### config.mk
export PLATFORM = sky130hd
export DESIGN_NAME = me_frame_scheduler
export DESIGN_NICKNAME = d
export VERILOG_FILES = /design/src/rtl/me_pkg.sv /design/src/rtl/me_watchdog.sv /design/src/rtl/me_frame_scheduler.sv
export SDC_FILE = /design/constraint.sdc
export NUM_CORES = 1
export LEC_CHECK = 0
export CORE_MARGIN = 3
export CORE_UTILIZATION = 49
export CTS_BUF_LIST = sky130_fd_sc_hd__clkbuf_8 sky130_fd_sc_hd__clkbuf_16
export CTS_CLUSTER_SIZE = 28
export DETAILED_ROUTE_END_ITERATION = 8
export PLACE_DENSITY_LB_ADDON = 0.08
export SLEW_MARGIN = 20
export SYNTH_ARGS = -nofsm -noshare
export SYNTH_HDL_FRONTEND = slang
export SYNTH_SLANG_ARGS = --single-unit
### constraint.sdc
create_clock -name clk -period 5 [get_ports clk]
set_input_delay 0.5 -clock clk [delete_from_list [all_inputs] [get_ports clk]]
set_output_delay 0.5 -clock clk [all_outputs]
set_load 0.01 [all_outputs]
### src/rtl/me_pkg.sv
// rtl/me_pkg.sv - shared constants and helpers for the motion-estimation frame scheduler
//
// Contents:
//   ST_*            FSM state encodings (IDLE, ISSUE, WAIT, WRITE, NEXT, FIN)
//   CUR_MB_WORDS    words per current 16x16 macroblock in engine memory
//   REF_WIN_WORDS   words per reference search window in engine memory
//   RES_* / *_LSB   res_data field layout
//   pack_res()      assembles one result word
package me_pkg;

  typedef logic [2:0] state_t;

  localparam state_t ST_IDLE  = 3'd0;
  localparam state_t ST_ISSUE = 3'd1;
  localparam state_t ST_WAIT  = 3'd2;
  localparam state_t ST_WRITE = 3'd3;
  localparam state_t ST_NEXT  = 3'd4;
  localparam state_t ST_FIN   = 3'd5;

  localparam int CUR_MB_WORDS  = 32;
  localparam int REF_WIN_WORDS = 256;

  localparam int RES_W   = 40;
  localparam int SAD_LSB = 0;
  localparam int SAD_W   = 16;
  localparam int MVX_LSB = 16;
  localparam int MVY_LSB = 22;
  localparam int MV_W    = 6;
  localparam int MBX_LSB = 28;
  localparam int MBY_LSB = 34;
  localparam int MB_W    = 6;

  function automatic logic [RES_W-1:0] pack_res(
    input logic [MB_W-1:0]  mb_y,
    input logic [MB_W-1:0]  mb_x,
    input logic [MV_W-1:0]  mv_y,
    input logic [MV_W-1:0]  mv_x,
    input logic [SAD_W-1:0] sad
  );
    return {mb_y, mb_x, mv_y, mv_x, sad};
  endfunction

endpackage

### src/rtl/me_watchdog.sv
// rtl/me_watchdog.sv - per-macroblock search watchdog counter
//
// Ports:
//   clk, reset   clock, synchronous active-high reset
//   clear_i      zero the count (asserted the cycle before the wait window opens)
//   count_i      high for every cycle spent waiting on the engine
//   expired_o    high in the TIMEOUT-th counted cycle
module me_watchdog #(
  parameter int TIMEOUT = 6000
) (
  input  logic clk,
  input  logic reset,
  input  logic clear_i,
  input  logic count_i,
  output logic expired_o
);

  localparam int CW = $clog2(TIMEOUT + 1);

  logic [CW-1:0] cnt_q;

  // cnt_q holds the number of wait cycles already completed, so the compare
  // against TIMEOUT-1 fires during the TIMEOUT-th wait cycle itself.
  assign expired_o = count_i && (cnt_q == CW'(TIMEOUT - 1));

  always_ff @(posedge clk) begin
    if (reset || clear_i) begin
      cnt_q <= '0;
    end else if (count_i && !expired_o) begin
      cnt_q <= cnt_q + CW'(1);
    end
  end

endmodule

### src/rtl/me_frame_scheduler.sv
// rtl/me_frame_scheduler.sv - walks a frame macroblock by macroblock through a motion-estimation engine
//
// Optional feature: define ME_TIMEOUT_EN to build in the WAIT-state watchdog.
//
// Ports:
//   clk, reset                    clock, synchronous active-high reset
//   cfg_start, cfg_r              frame start pulse, search range code
//   cfg_mb_cols, cfg_mb_rows      frame size in macroblocks
//   busy, frame_done              frame in progress, end-of-frame pulse
//   me_go, me_r                   engine start pulse, latched search range
//   cur_base, ref_base            engine base word addresses
//   me_done, me_sad, me_mv_x/y    engine completion and result
//   res_valid, res_ready, res_data result stream {mb_y, mb_x, mv_y, mv_x, sad}
//   err                           sticky watchdog error
module me_frame_scheduler
  import me_pkg::*;
#(
  parameter int TIMEOUT = 6000,
  parameter int MAX_DIM = 6
) (
  input  logic               clk,
  input  logic               reset,
  input  logic               cfg_start,
  input  logic [1:0]         cfg_r,
  input  logic [MAX_DIM-1:0] cfg_mb_cols,
  input  logic [MAX_DIM-1:0] cfg_mb_rows,
  output logic               busy,
  output logic               frame_done,
  output logic               me_go,
  output logic [1:0]         me_r,
  output logic [15:0]        cur_base,
  output logic [15:0]        ref_base,
  input  logic               me_done,
  input  logic [15:0]        me_sad,
  input  logic [5:0]         me_mv_x,
  input  logic [5:0]         me_mv_y,
  output logic               res_valid,
  input  logic               res_ready,
  output logic [39:0]        res_data,
  output logic               err
);

  state_t             state_q, state_d;
  logic [1:0]         r_q;
  logic [MAX_DIM-1:0] cols_q, rows_q;
  logic [MAX_DIM-1:0] mb_x_q, mb_x_d, mb_y_q, mb_y_d;
  logic [RES_W-1:0]   res_q, res_d;
  logic [15:0]        mb_idx;
  logic               frame_empty, last_col, last_row, timeout;

  assign frame_empty = (cfg_mb_cols == '0) || (cfg_mb_rows == '0);
  assign last_col    = (mb_x_q == cols_q - 1'b1);
  assign last_row    = (mb_y_q == rows_q - 1'b1);

  // Counters only move in NEXT, so the bases stay stable from ISSUE through WAIT.
  assign mb_idx   = 16'(mb_y_q) * 16'(cols_q) + 16'(mb_x_q);
  assign cur_base = mb_idx * 16'(CUR_MB_WORDS);
  assign ref_base = mb_idx * 16'(REF_WIN_WORDS);

  assign busy       = (state_q == ST_ISSUE) || (state_q == ST_WAIT) ||
                      (state_q == ST_WRITE) || (state_q == ST_NEXT);
  assign frame_done = (state_q == ST_FIN);
  assign me_go      = (state_q == ST_ISSUE);
  assign res_valid  = (state_q == ST_WRITE);
  assign res_data   = res_q;
  assign me_r       = r_q;

  always_comb begin
    state_d = state_q;
    mb_x_d  = mb_x_q;
    mb_y_d  = mb_y_q;
    res_d   = res_q;
    case (state_q)
      ST_IDLE: begin
        if (cfg_start) begin
          mb_x_d  = '0;
          mb_y_d  = '0;
          state_d = frame_empty ? ST_FIN : ST_ISSUE;
        end
      end
      ST_ISSUE: state_d = ST_WAIT;
      ST_WAIT: begin
        // A real completion beats a watchdog expiry in the same cycle.
        if (me_done) begin
          res_d   = pack_res(MB_W'(mb_y_q), MB_W'(mb_x_q), me_mv_y, me_mv_x, me_sad);
          state_d = ST_WRITE;
        end else if (timeout) begin
          res_d   = pack_res(MB_W'(mb_y_q), MB_W'(mb_x_q), '0, '0, 16'hFFFF);
          state_d = ST_WRITE;
        end
      end
      ST_WRITE: begin
        if (res_ready) state_d = ST_NEXT;
      end
      ST_NEXT: begin
        if (last_col) begin
          mb_x_d = '0;
          if (last_row) begin
            mb_y_d  = '0;
            state_d = ST_FIN;
          end else begin
            mb_y_d  = mb_y_q + 1'b1;
            state_d = ST_ISSUE;
          end
        end else begin
          mb_x_d  = mb_x_q + 1'b1;
          state_d = ST_ISSUE;
        end
      end
      ST_FIN:  state_d = ST_IDLE;
      default: state_d = ST_IDLE;
    endcase
  end

  always_ff @(posedge clk) begin
    if (reset) begin
      state_q <= ST_IDLE;
      r_q     <= '0;
      cols_q  <= '0;
      rows_q  <= '0;
      mb_x_q  <= '0;
      mb_y_q  <= '0;
      res_q   <= '0;
    end else begin
      state_q <= state_d;
      mb_x_q  <= mb_x_d;
      mb_y_q  <= mb_y_d;
      res_q   <= res_d;
      if ((state_q == ST_IDLE) && cfg_start) begin
        r_q    <= cfg_r;
        cols_q <= cfg_mb_cols;
        rows_q <= cfg_mb_rows;
      end
    end
  end

`ifdef ME_TIMEOUT_EN
  logic err_q;

  // Only ISSUE leads into WAIT, so clearing there restarts the count per block.
  me_watchdog #(.TIMEOUT(TIMEOUT)) u_watchdog (
    .clk       (clk),
    .reset     (reset),
    .clear_i   (state_q == ST_ISSUE),
    .count_i   (state_q == ST_WAIT),
    .expired_o (timeout)
  );

  always_ff @(posedge clk) begin
    if (reset) begin
      err_q <= 1'b0;
    end else if ((state_q == ST_WAIT) && timeout && !me_done) begin
      err_q <= 1'b1;
    end
  end

  assign err = err_q;
`else
  assign timeout = 1'b0;
  assign err     = 1'b0;

  // TIMEOUT feeds only the watchdog; referencing it keeps the parameter
  // interface identical between builds.
  if (TIMEOUT < 1) begin : g_timeout_unused
  end
`endif

endmodule

**Yosys cells after proc, flatten, opt, wreduce, memory -nomap -nowiden**

Index checks and enable logic that the tools add are counted.

- Flip-flop bits (word level): 69
- Latch bits: 0
- Bits in writable memories: 0
- Memory bits (read-only): 0
- Bits of input ports: 47
- Output and inout port bits: 79
- Logic and storage cells: 50
- Memories: 0

- Add/sub/neg operators: 5
- Multipliers: 1
- Divide/modulo/power cells: 0
- $lt $le $gt $ge: 0
- Eq/ne operators: 11
- Shifts and indexed selects: 0
- Muxes and demuxes: 13
- Bitwise operators: 0
- Reductions and logical operators: 13

Operators with widths:

| operator | number |
|---|---|
| $mux 6 | 4 |
| $pmux 6 s2 | 2 |
| $mux 3 | 6 |
| $pmux 3 s5 | 1 |
| $add 6x1->6 const B | 2 |
| $eq 6x6->1 | 2 |
| $logic_not 6->1 | 2 |
| $sub 6x1->6 const B | 2 |
| $add 11x6->11 | 1 |
| $mul 6x6->11 | 1 |
| $eq 3x2->1 const B | 2 |
| $eq 3x3->1 const B | 2 |
| $ne 2x2->1 const B | 3 |
| $reduce_and 3->1 | 2 |
| $logic_or 1x1->1 | 4 |
| $reduce_and 2->1 | 2 |
| $eq 3x1->1 const B | 1 |
| $logic_not 3->1 | 1 |
| $ne 2x1->1 const B | 1 |
| $reduce_bool 2->1 | 1 |
| $logic_and 1x1->1 | 1 |

**Depth between registers and ports, before layout**

Gate-level depths: netlist of run 1.

- Depth after elaboration: 5
- Gate-level depth with buffers: 17
- Mapped depth without buffers: 16

**Worst setup path before layout of run 1**

OpenSTA, ideal clock, no wires.

- Path type: register to output
- Start point: register mb_y_q[1]
- End point: output cur_base[15]
- Arrival time: 4107 ps
- Data required time: 4500 ps
- Path slack: 393 ps
- Cell stages (with the launch flop): 16
- Path buffers: 1
- Cells stage by stage: dfxtp_1 -> clkbuf_1 -> nand2_1 -> fa_1 -> fa_1 -> inv_1 -> fa_1 -> inv_1 -> fa_1 -> inv_1 -> ha_1 -> o21ai_0 -> nor2_1 -> o41ai_1 -> o21ai_0 -> xnor2_1

- Longest elaborated chain between the ends: 2

Ends and longest elaborated chain:

| item | line | source |
|---|---|---|
| from (decl) | me_frame_scheduler.sv:46 | `logic [MAX_DIM-1:0] mb_x_q, mb_x_d, mb_y_q, mb_y_d;` |
| from (signal assigned) | me_frame_scheduler.sv:127 | `mb_y_q <= mb_y_d;` |
| $mul 6x6->11 | me_frame_scheduler.sv:56 | `assign mb_idx = 16'(mb_y_q) * 16'(cols_q) + 16'(mb_x_q);` |
| $add 11x6->11 | me_frame_scheduler.sv:56 |  |
| to (decl) | me_frame_scheduler.sv:31 | `output logic [15:0] cur_base,` |

Every way passes these cells.

**Worst setup path in the final report of run 1**

- Start point: register mb_y_q[2]
- End point: output cur_base[15]

The elaborated chain is that of the path after synthesis.

==> results of run 1 <==
## through the flow
step / utilization (%) / hold slack (ps) / setup slack (ps) / TNS [ps] / instance area [um2]
final: 66.70 / 453.8 / 188.3 / 0 / 5902
after global routing: 66.70 / 471.0 / -20.20 / -21.16 / 5902
after CTS: 66.45 / 456.6 / -57.41 / -57.41 / 5879
after detailed placement: 63.70 / 445.3 / -29.35 / -29.35 / 5637
after global placement: 63.70 / 441.4 / 98.20 / 0 / 5637
after floorplan: - / 449.4 / 392.8 / 0 / 4567
## cell usage after synthesis (3+ instances only)
cell      count  area (um2)
nand2_1     131       491.7
a21oi_1      69       345.3
dfxtp_1      69        1381
inv_1        38       142.6
ha_1         32       400.4
clkbuf_1     28       105.1
buf_4        23       172.7
xnor2_1      23       201.4
and2_1       21       131.4
nor2_1       21       78.83
fa_1         19       380.4
nor3_1        7       35.03
o21ai_0       7       35.03
nand3_1       6       30.03
o21ai_1       6       30.03
xor2_1        6       52.55
a31oi_1       5       31.28
o211ai_1      5       37.54
buf_2         4       20.02
nor2b_1       4       25.02
a211oi_1      3       22.52
and3_1        3       18.77
nand2b_1      3       18.77
o21a_1        3       22.52
## state kept, by name, summed over array words and instances (netlist names)
signal / flops
rows_q: 6
res_data: 40
cols_q: 6
me_r: 2
mb_x_q: 6
state_q: 3
mb_y_q: 6
## layout by cell type (no fill, tap or decap), types with 7 or more instances in the layout
cell type	netlist	final
a21oi_1	69	68
fa_1	19	19
clkdlybuf4s50_1	0	103
and2_1	21	21
clkbuf_8	0	9
dfxtp_1	69	68
nor2_1	21	20
buf_4	23	21
nand2_1	131	130
conb_1	1	14
inv_1	38	38
xnor2_1	23	23
ha_1	32	31
o21ai_1	6	8
nor3_1	7	7
## metal layers
layer | vias up | wire length [um] | global-route usage [%]
li1 | 2032 | - | -
met1 | 1878 | 4668 | 27.49
met2 | 109 | 5418 | 36.33
met3 | 10 | 625 | 5.188
met4 | 0 | 97 | 5.146
met5 | - | 0 | 0
## worst max-delay path, delay by kind of cell (launching register included)
family	cells	cell delay (ps)
AO/OA/AOI/OAI	3	450
buffers and inverters	5	500
adder cells (fa/ha/maj)	5	2340
AND/OR/NAND/NOR	2	140
flip-flops	1	370
XOR/XNOR	1	150
## power breakdown
| group | switching [uW] | total (uW) | internal, uW |
|---|---|---|---|
| clock network | 220 | 503 | 283 |
| registers | 15.5 | 584 | 569 |
| logic | 112 | 212 | 100 |
## worst paths after layout
check / slack [ps] / cells after the start / to / start
max: 190 / 16 / cur_base[15] / mb_y_q[2]$_SDFFE_PP0P_
min: 450 / 2 / res_data[0]$_SDFFE_PP0P_ / res_data[0]$_SDFFE_PP0P_
max reg2reg: 2670 / 5 / mb_y_q[5]$_SDFFE_PP0P_ / state_q[0]$_SDFFE_PP0P_
min reg2reg: 450 / 2 / res_data[0]$_SDFFE_PP0P_ / res_data[0]$_SDFFE_PP0P_
## kinds of logic after synthesis
group                    after synthesis  synth area share, %
AND/OR/NAND/NOR                      210                20.80
AO/OA/AOI/OAI                        115                15.34
buffers and inverters                 95                10.08
flip-flops                            69                30.57
adder cells (fa/ha/maj)               51                17.28
XOR/XNOR                              29                5.622
other                                  1              0.08300
multiplexers                           1               0.2216
## cell type report
| class | instances | area, um2 |
|---|---|---|
| fill | 775 | 2947 |
| clock buffer | 9 | 123.9 |
| inverter | 38 | 142.6 |
| sequential | 69 | 1383 |
| timing repair buffer | 131 | 1246 |
| clock inverter | 7 | 98.84 |
| tap | 108 | 135.1 |
| multi-input combinational | 420 | 2773 |
## repair_timing
item | in CTS | in global routing
pin swaps | 1 | 3
buffers inserted | 1 | 1
endpoints found under the setup margin | 5 | 7
resized for setup | 11 | 12
cloned | 0 | 0
==> results by group, run 1 <==
Floorplan
  – I/O pins: 126
  – DIE AREA: 10410 um2
  – Initial Util: 51.06%
  – Die W: 102.0 um
  – Die Height: 102.0 um
  – Core area: 8848 um2
  – Row count: 34

Power and ir drop
  – Final Power: 1300 uW
  – P_leak: 0.002441 uW
  – Power Density: 220.2 nW/um2
  – Max VDD drop: around 170 uV

Clocking
  – Hold_buf cts: 0
  – Max Buffers Root-to-Sink: 2
  – Cts bufs inserted: 9
  – CTS Sinks: 69
  – H-tree Lvls: 3
  – Root Driver: clkbuf_8
  – Clock-pin transition on the worst setup and hold timing paths: 70 ps
  – CTS tree: yes
  – Worst-skew pair later-pin latency: approximately 350 ps

Min path
  – Hold WC Path Type: reg2reg

Cells and area
  – Non-filler cells, final: 782
  – Share of post-route cells with drive strength above 1: 8.309%
  – Antenna Cells: 0
  – # nets final: 767
  – P&R area growth vs syn: 30.63%

Detailed routing
  – Detail Route Antenna Nets: 0
  – DRT Wirelength: about 11000 um
  – Via count: 4029
  – Via/cell ratio: slightly above 5
  – First-pass detailed-route iteration total: 4
  – Wire per inst: 13.82 um
  – DR iter-0 viols: 184
  – Residual DRC: 0

Setup path
  – Worst-path fanout max: 5
  – Crit. End Element: primary output
  – Crit Path Class: reg2out
  – CP Data Arrival Time: 4310 ps
  – Max stage delay on crit path: around 550 ps
  – CP startpoint kind: register
  – Worst Path Required: 4500 ps
  – CP cell instances: nand2_2 > fa_1 > fa_1 > inv_1 > fa_1 > inv_1 > fa_1 > inv_1 > ha_4 > o21ai_1 > nor2_1 > o41ai_2 > buf_4 > o21ai_1 > xnor2_1 > buf_2
  – CP most frequent cell: fa_1
  – Crit-path slowest cell: fa_1

Synth
  – Mapped Avg Cell Area: approximately 8 um2
  – Post-synth EDFFs: 0
  – Synthesized flop and latch total: 69
  – Asr flop ratio synth: 0%
  – Synthesized cell area: between 4000 and 5000 um2
  – Sequential area share after synthesis: a little under a third
  – Synth Instances: 571
  – Top FF cell, synth: dfxtp_1
  – Count of cell types in the netlist: 52
  – Ys Warns: 0

GRT
  – First-pass GRT wire length: about 18000 um
  – Overflow left after global routing: 0
  – GR Util All Layers: 21.38%
  – Initial antenna violation count: 0
  – Vias in the first global route: roughly 3800
  – Pin count of the biggest net entering global routing: 64

Outcome
  – Outcome: finished, final reports clean

STA
  – RSZ-0062 raised after global routing: yes
  – Worst slew margin: between 40 and 50%
  – Fin. max-slew vios: 0
  – Finish-stage setup viols: 0
  – Final Hold Vio Count: 0
  – Minimum clock period: 4812 ps
  – Worst slew pin tran: 750.6 ps
  – Layout Skew: 8.913 ps
  – Fmax: 0.2078 GHz
  – Period utilisation layout: 96.23%

Placed design
  – Post-DP HPWL: 8255 um
  – Inst Count DP: 764
  – Port bufs: 111
  – Gpl congestion: around 0.87

Job
  – # Max-Cap Violations: 0
(Power assumes the default switching activity.)
==> run 2: changes to the inputs <==
--- a/config.mk
+++ b/config.mk
@@ -10,6 +10,7 @@
 export CTS_BUF_LIST = sky130_fd_sc_hd__clkbuf_8 sky130_fd_sc_hd__clkbuf_16
 export CTS_CLUSTER_SIZE = 28
 export DETAILED_ROUTE_END_ITERATION = 8
+export HOLD_SLACK_MARGIN = 0.05
 export PLACE_DENSITY_LB_ADDON = 0.08
 export SLEW_MARGIN = 20
 export SYNTH_ARGS = -nofsm -noshare
==> results of run 2 <==
Same layout as run 1: the final DEF is identical, and so are final timing and power.
